<file path="config.mk">
export PLATFORM = sky130hd
export DESIGN_NAME = ffd_pipeline_flat
export DESIGN_NICKNAME = d
export VERILOG_FILES = /design/src/rtl/ffd_pkg.sv /design/src/rtl/ffd_pipeline_if.sv /design/src/rtl/ffd_stage.sv /design/src/rtl/ffd_pipeline.sv /design/src/flat_wrapper.sv
export SDC_FILE = /design/constraint.sdc
export NUM_CORES = 1
export LEC_CHECK = 0
export BUFFER_PORTS_ARGS = -buffer_cell sky130_fd_sc_hd__clkbuf_2
export CAP_MARGIN = 10
export CELL_PAD_IN_SITES_DETAIL_PLACEMENT = 2
export CELL_PAD_IN_SITES_GLOBAL_PLACEMENT = 2
export CORE_MARGIN = 1.5
export CORE_UTILIZATION = 30
export CTS_BUF_LIST = sky130_fd_sc_hd__clkbuf_8 sky130_fd_sc_hd__clkbuf_16
export CTS_CLUSTER_SIZE = 25
export DETAILED_ROUTE_END_ITERATION = 10
export PLACE_DENSITY = 0.86
export SETUP_SLACK_MARGIN = 0.5
export SLEW_MARGIN = 20
export SYNTH_ARGS = -nofsm -noshare
export SYNTH_HDL_FRONTEND = slang
export SYNTH_SLANG_ARGS = --single-unit
</file>
<file path="constraint.sdc">
create_clock -name aclk -period 1.7 [get_ports aclk]
set_input_delay 0.255 -clock aclk [delete_from_list [all_inputs] [get_ports aclk]]
set_output_delay 0.255 -clock aclk [all_outputs]
set_load 0.01 [all_outputs]
</file>
<file path="src/rtl/ffd_pkg.sv">
// ---------------------------------------------------------------------------
// ffd_pkg
// Shared definitions for the ffd_pipeline register pipeline: default
// geometry and the helper that sizes the occupancy counter.
// ---------------------------------------------------------------------------
package ffd_pkg;

    localparam int FFD_DEFAULT_WIDTH = 8;
    localparam int FFD_DEFAULT_DEPTH = 4;

    // Bits needed to hold any occupancy value 0..depth inclusive.
    function automatic int cnt_width(input int depth);
        return $clog2(depth + 1);
    endfunction

endpackage

</file>
<file path="src/rtl/ffd_pipeline_if.sv">
// ---------------------------------------------------------------------------
// ffd_pipeline_if
// Streaming bundle around ffd_pipeline: upstream valid/ready/data,
// downstream valid/ready/data, the flush request and the occupancy count.
//   master : the environment (drives in_*, out_ready, flush)
//   slave  : the pipeline    (drives in_ready, out_valid, out_data, count)
// ---------------------------------------------------------------------------
interface ffd_pipeline_if #(
    parameter int WIDTH = ffd_pkg::FFD_DEFAULT_WIDTH,
    parameter int DEPTH = ffd_pkg::FFD_DEFAULT_DEPTH
);

    logic                                   in_valid;
    logic                                   in_ready;
    logic [WIDTH-1:0]                       in_data;
    logic                                   out_valid;
    logic                                   out_ready;
    logic [WIDTH-1:0]                       out_data;
    logic                                   flush;
    logic [ffd_pkg::cnt_width(DEPTH)-1:0]   count;

    modport master (
        output in_valid, in_data, out_ready, flush,
        input  in_ready, out_valid, out_data, count
    );

    modport slave (
        input  in_valid, in_data, out_ready, flush,
        output in_ready, out_valid, out_data, count
    );

endinterface

</file>
<file path="src/rtl/ffd_stage.sv">
// ---------------------------------------------------------------------------
// ffd_stage
// One valid+data register pair of the pipeline.
//   aclk, srst  : clock, synchronous active-high reset
//   flush       : clear valid, hold data
//   adv         : this stage may take the upstream word this edge
//   prev_valid  : upstream valid (input transfer flag for stage 0)
//   prev_data   : upstream payload
//   valid, data : registered stage contents
// ---------------------------------------------------------------------------
module ffd_stage
    import ffd_pkg::*;
#(
    parameter int               WIDTH       = FFD_DEFAULT_WIDTH,
    parameter logic [WIDTH-1:0] RESET_VALUE = {WIDTH{1'b0}}
) (
    input  logic             aclk,
    input  logic             srst,
    input  logic             flush,
    input  logic             adv,
    input  logic             prev_valid,
    input  logic [WIDTH-1:0] prev_data,
    output logic             valid,
    output logic [WIDTH-1:0] data
);

    logic             valid_d;
    logic             valid_q;
    logic [WIDTH-1:0] data_d;
    logic [WIDTH-1:0] data_q;

    // Next-state: data only loads with a real word, so bubbles never toggle it.
    always_comb begin
        valid_d = valid_q;
        data_d  = data_q;
        if (flush) begin
            valid_d = 1'b0;
        end else if (adv) begin
            valid_d = prev_valid;
            if (prev_valid) begin
                data_d = prev_data;
            end else begin
                data_d = data_q;
            end
        end else begin
            valid_d = valid_q;
        end
    end

    // Stage registers with synchronous reset.
    always_ff @(posedge aclk) begin
        if (srst) begin
            valid_q <= 1'b0;
            data_q  <= RESET_VALUE;
        end else begin
            valid_q <= valid_d;
            data_q  <= data_d;
        end
    end

    assign valid = valid_q;
    assign data  = data_q;

endmodule

</file>
<file path="src/rtl/ffd_pipeline.sv">
// ---------------------------------------------------------------------------
// ffd_pipeline
// DEPTH-stage valid/ready register pipeline with bubble collapsing,
// synchronous flush and an occupancy counter.
//   aclk : clock (rising edge)
//   srst : synchronous active-high reset, highest priority
//   bus  : ffd_pipeline_if slave port (in_*, out_*, flush, count)
// out_valid/out_data come straight from the last stage registers.
// ---------------------------------------------------------------------------
module ffd_pipeline
    import ffd_pkg::*;
#(
    parameter int               WIDTH       = FFD_DEFAULT_WIDTH,
    parameter int               DEPTH       = FFD_DEFAULT_DEPTH,
    parameter logic [WIDTH-1:0] RESET_VALUE = {WIDTH{1'b0}}
) (
    input  logic          aclk,
    input  logic          srst,
    ffd_pipeline_if.slave bus
);

    localparam int CW = cnt_width(DEPTH);

    if (DEPTH < 1) begin : g_depth_check
        $error("ffd_pipeline: DEPTH must be at least 1");
    end

    logic [DEPTH-1:0] valid_s;
    logic [WIDTH-1:0] data_s [DEPTH];
    logic [DEPTH-1:0] adv_s;
    logic             in_ready_s;
    logic             in_xfer_s;
    logic             out_xfer_s;
    logic [CW-1:0]    count_d;
    logic [CW-1:0]    count_q;

    // Ready chain, walked from the output side: a stage advances when it
    // is empty or everything downstream of it advances.
    always_comb begin : p_ready_chain
        logic open_s;
        adv_s  = {DEPTH{1'b0}};
        open_s = bus.out_ready;
        for (int i = DEPTH - 1; i >= 0; i--) begin
            open_s   = open_s | ~valid_s[i];
            adv_s[i] = open_s;
        end
    end

    assign in_ready_s = adv_s[0] & ~bus.flush;
    assign in_xfer_s  = bus.in_valid & in_ready_s;
    assign out_xfer_s = valid_s[DEPTH-1] & bus.out_ready;

    for (genvar i = 0; i < DEPTH; i++) begin : g_stage
        logic             prev_valid_s;
        logic [WIDTH-1:0] prev_data_s;

        if (i == 0) begin : g_head
            assign prev_valid_s = in_xfer_s;
            assign prev_data_s  = bus.in_data;
        end else begin : g_body
            assign prev_valid_s = valid_s[i-1];
            assign prev_data_s  = data_s[i-1];
        end

        ffd_stage #(
            .WIDTH       (WIDTH),
            .RESET_VALUE (RESET_VALUE)
        ) u_stage (
            .aclk       (aclk),
            .srst       (srst),
            .flush      (bus.flush),
            .adv        (adv_s[i]),
            .prev_valid (prev_valid_s),
            .prev_data  (prev_data_s),
            .valid      (valid_s[i]),
            .data       (data_s[i])
        );
    end

    // Occupancy next value; a flush empties the pipe even if a word leaves.
    always_comb begin
        count_d = count_q;
        if (bus.flush) begin
            count_d = {CW{1'b0}};
        end else begin
            count_d = count_q + CW'(in_xfer_s) - CW'(out_xfer_s);
        end
    end

    // Occupancy register.
    always_ff @(posedge aclk) begin
        if (srst) begin
            count_q <= {CW{1'b0}};
        end else begin
            count_q <= count_d;
        end
    end

    assign bus.in_ready  = in_ready_s;
    assign bus.out_valid = valid_s[DEPTH-1];
    assign bus.out_data  = data_s[DEPTH-1];
    assign bus.count     = count_q;

endmodule

</file>
<file path="src/flat_wrapper.sv">
// flat-port wrapper written by rule: the top's interface ports become plain ports
module ffd_pipeline_flat import ffd_pkg::*;
#(
    parameter int               WIDTH       = FFD_DEFAULT_WIDTH,
    parameter int               DEPTH       = FFD_DEFAULT_DEPTH,
    parameter logic [WIDTH-1:0] RESET_VALUE = {WIDTH{1'b0}}
)
  (aclk, srst, bus_in_valid, bus_in_data, bus_out_ready, bus_flush, bus_in_ready, bus_out_valid, bus_out_data, bus_count);
  ffd_pipeline_if #(.WIDTH(WIDTH), .DEPTH(DEPTH)) bus_i ();
  input  logic aclk;
  input  logic srst;
  input wire logic [$bits(bus_i.in_valid)-1:0] bus_in_valid;
  input wire logic [$bits(bus_i.in_data)-1:0] bus_in_data;
  input wire logic [$bits(bus_i.out_ready)-1:0] bus_out_ready;
  input wire logic [$bits(bus_i.flush)-1:0] bus_flush;
  output wire logic [$bits(bus_i.in_ready)-1:0] bus_in_ready;
  output wire logic [$bits(bus_i.out_valid)-1:0] bus_out_valid;
  output wire logic [$bits(bus_i.out_data)-1:0] bus_out_data;
  output wire logic [$bits(bus_i.count)-1:0] bus_count;
  assign bus_i.in_valid = bus_in_valid;
  assign bus_i.in_data = bus_in_data;
  assign bus_i.out_ready = bus_out_ready;
  assign bus_i.flush = bus_flush;
  assign bus_in_ready = bus_i.in_ready;
  assign bus_out_valid = bus_i.out_valid;
  assign bus_out_data = bus_i.out_data;
  assign bus_count = bus_i.count;
  ffd_pipeline #(.WIDTH(WIDTH), .DEPTH(DEPTH), .RESET_VALUE(RESET_VALUE)) u_core (.aclk(aclk), .srst(srst), .bus(bus_i));
endmodule
</file>
==> flow_summary_export.csv <==
group,metric,value,unit
critical_path,critPathKind,"flop to flop",
place,hpwlAfterDp,3.07,mm
synth,synth.yosys.seq_area_share,0.478,
critical_path,critPathMaxFanout,3,
clock_tree,clkLatencyLatePin,0.29,ns
finish,fillers,566,
sta,rsz0062_at_grt,"yes",
critical_path,cpMostUsedCell,"ha_4",
synth,synth.area.top_cells,"dfxtp_1 48%, nand2b_1 8.0%, a21oi_1 8.0%",
synth,synth_cell_types,26,
critical_path,end_kind,"flop",
route,antenna_left,0,
critical_path,startpoint_type,"flop",
outcome,outcome,"completed",
die,dieArea,5900,um^2
synth,synth_top_area_share,0.478,
sta,fin_setup_tns,0,ns
die,num_rows,26,
flow_run,drv_cap,0,
sta,fin_ws,0.0702,ns
sta,report.final.setup_viol,0,
die,start_util,0.316,
critical_path,slowest_delay,0.52,ns
route,initialDrtViolationCount,87,
clock_tree,htree_levels,2,
route,wl_per_cell,18.2,um
global_routing,grt_max_degree,26,
sta,hold_viol_final,0,
route,via_per_inst,5.08,
critical_path,cp_top_family,"adder cells",
sta,maxSlewViolCount,0,
die,core,5170,um^2
route,drc,0,
critical_path,cpMaxStageDelayCell,"fa_2",
route,drtPass1Iterations,4,
synth,yosysWarningCount,0,
global_routing,gr-usage-all-layers,0.172,
hold_path,hold_class,"primary input to flop",
synth,synth_nets,199,
synth,syn_area,1630,um^2
finish,diodes,0,
synth,netlist_instances,183,
power,max-vdd-ir-drop,0.439,mV
route,vias,1484,
critical_path,cp-startpoint,"u_core.g_stage[3].u_stage.valid",
route,routed_wl,5.31,mm
sta,skew,0.00400,ns
synth,ys_seq_elements,39,
clock_tree,cts-root-buf,"clkbuf_8",
place,dp_slack,0.00540,ns
sta,period_needed,1.63,ns
global_routing,grt.overflow.total,0,
finish,drive_above_1_share,0.378,
place,place_congestion,0.693,
global_routing,antenna_found_initial,0,
synth,yosys.area.top_type,"dfxtp_1",
synth,avgSynthCellArea,8.93,um^2
sta,worst_pin_slew,0.419,ns
critical_path,crit_path_cell_trace,"and2_4 -> ha_4 -> inv_2 -> ha_4 -> fa_2 -> and2_1",
hold_path,hp-start,"bus_in_data[1]",
power,p_per_area,841,nW/um^2
die,die_x,76.8,um
sta,slew_headroom,0.720,
finish,area.growth.synth_to_final,36.2,%
global_routing,grt_first_pass_wirelength,8.02,mm
clock_tree,cts_tree,"built",
sta,period_share,0.959,
critical_path,crit_required,1.94,ns
sta,max_freq,614,MHz
critical_path,r2r_start,"u_core.g_stage[3].u_stage.valid",
die,pin_count,26,
clock_tree,cts_sinks,39,
critical_path,cp.arrival,1.87,ns
global_routing,grt_pass1_vias,1587,
critical_path,critPathBufInv,1,
place,port_buffers,25,
finish,fin_nets,237,
clock_tree,clockBufferDepth,2,
die,fp.dieH,76.8,um
clock_tree,ctsHoldBuffers,0,
clock_tree,cts.clk_slew.worst_paths,0.08,ns
clock_tree,cts_buffers,5,
power,p_leak,0.814,nW
==> tightest hold or removal path: cells and delay by family <==
kind,cells,cell delay [ns]
buffers and inverters,1,0.08
muxes,1,0.06
and+or+nand+nor,1,0.06
==> registers in the layout, summed over array words and instances, names as in the netlist <==
register / count
u_core.g_stage.u_stage.data: 32
u_core.g_stage.u_stage.valid: 4
u_core.bus.count: 3
==> Yosys cell counts <==
cell	instances
dfxtp_1	39
a21oi_1	26
nand3_1	24
o21ai_0	24
nand2b_1	21
mux2i_1	8
clkbuf_1	4
inv_1	4
nor2b_1	4
and2_1	3
buf_1	3
buf_2	3
o21a_1	3
clkbuf_2	2
ha_1	2
nor3_1	2
xnor2_1	2
a21oi_2	1
and3b_1	1
and4b_1	1
buf_4	1
buf_6	1
fa_1	1
nand3b_1	1
nand4b_1	1
nor2_1	1
==> power breakdown <==
group          switching [mW]  internal, mW  total (mW)
registers              0.0101         0.925       0.935
logic                  0.0605        0.0550       0.115
clock network           0.347         0.475       0.823
total                   0.418          1.46        1.87
==> path summary, 6_finish.rpt <==
| path | cells after the start | to | slack, ns |
|---|---|---|---|
| setup / recovery | 6 | u_core.bus.count[1] | 0.07 |
| hold / removal | 3 | u_core.g_stage[0].u_stage.data[1] | 0.20 |
| setup reg to reg | 6 | u_core.bus.count[1] | 0.07 |
| hold reg to reg | 2 | u_core.g_stage[3].u_stage.data[6] | 0.47 |
==> metal layers <==
metal	track usage	share of wire	vias to the layer above
met4	0.0389	0.012	0
met2	0.320	0.54	30
met1	0.203	0.42	737
met5	0	0	-
li1	-	-	710
met3	0.0286	0.023	7
==> metrics by stage <==
| stage | hold slack (ns) | area [um^2] | util | power (mW) | instances |
|---|---|---|---|---|---|
| 6_report | 0.202 | 2230 | 0.430 | 1.87 | 292 |
| 3_3_place_gp | 0.453 | 1850 | 0.358 | 1.05 | 272 |
| 3_5_place_dp | 0.470 | 1850 | 0.358 | 1.05 | 272 |
| 4_1_cts | 0.200 | 2100 | 0.405 | 1.86 | 286 |
| 5_1_grt | 0.209 | 2230 | 0.430 | 1.94 | 292 |
| 2_1_floorplan | 0.410 | 1650 | - | 1.01 | 183 |
==> logic make-up (layout without fill, tap and decap cells) <==
logic type / after synthesis / after routing / share of synthesized area
and+or+nand+nor: 59 / 60 / 0.211
AOI/OAI and AO/OA: 54 / 54 / 0.172
DFF: 39 / 39 / 0.478
buffers and inverters: 18 / 56 / 0.0521
muxes: 8 / 8 / 0.0490
adders and majority gates: 3 / 3 / 0.0276
xor gates and xnor gates: 2 / 2 / 0.0107
==> cells in the final DEF (no fill, tap or decap), drive strengths merged <==
cell / synthesis / routed
a21oi: 27 / 27
and2: 3 / 3
and3b: 1 / 2
and4b: 1 / 1
buf: 8 / 21
bufinv: 0 / 1
clkbuf: 6 / 29
clkinv: 0 / 1
dfxtp: 39 / 39
fa: 1 / 1
ha: 2 / 2
inv: 4 / 4
mux2i: 8 / 8
nand2b: 21 / 21
nand3: 24 / 24
nand3b: 1 / 1
nand4b: 1 / 1
nor2: 1 / 1
nor2b: 4 / 4
nor3: 2 / 2
o21a: 3 / 3
o21ai: 24 / 24
xnor2: 2 / 2
==> timing repair <==
| action | CTS | global route |
|---|---|---|
| pin swaps | 19 | 8 |
| cloned | 1 | 2 |
| endpoints found under the setup margin | 36 | 39 |
| gates resized for setup | 33 | 40 |
| setup buffers | 5 | 4 |
==> final cells by class <==
type / count / area, um^2 / area share
clock buffers: 6 / 82.6 / 0.0371
clock inverters: 2 / 35.0 / 0.0157
inverters: 4 / 15.0 / 0.00675
multi-input cells: 127 / 912 / 0.410
flip-flops and latches: 39 / 785 / 0.352
well taps: 70 / 87.6 / 0.0393
repair buffers: 44 / 309 / 0.139
Power figures use the tool's default switching activity.
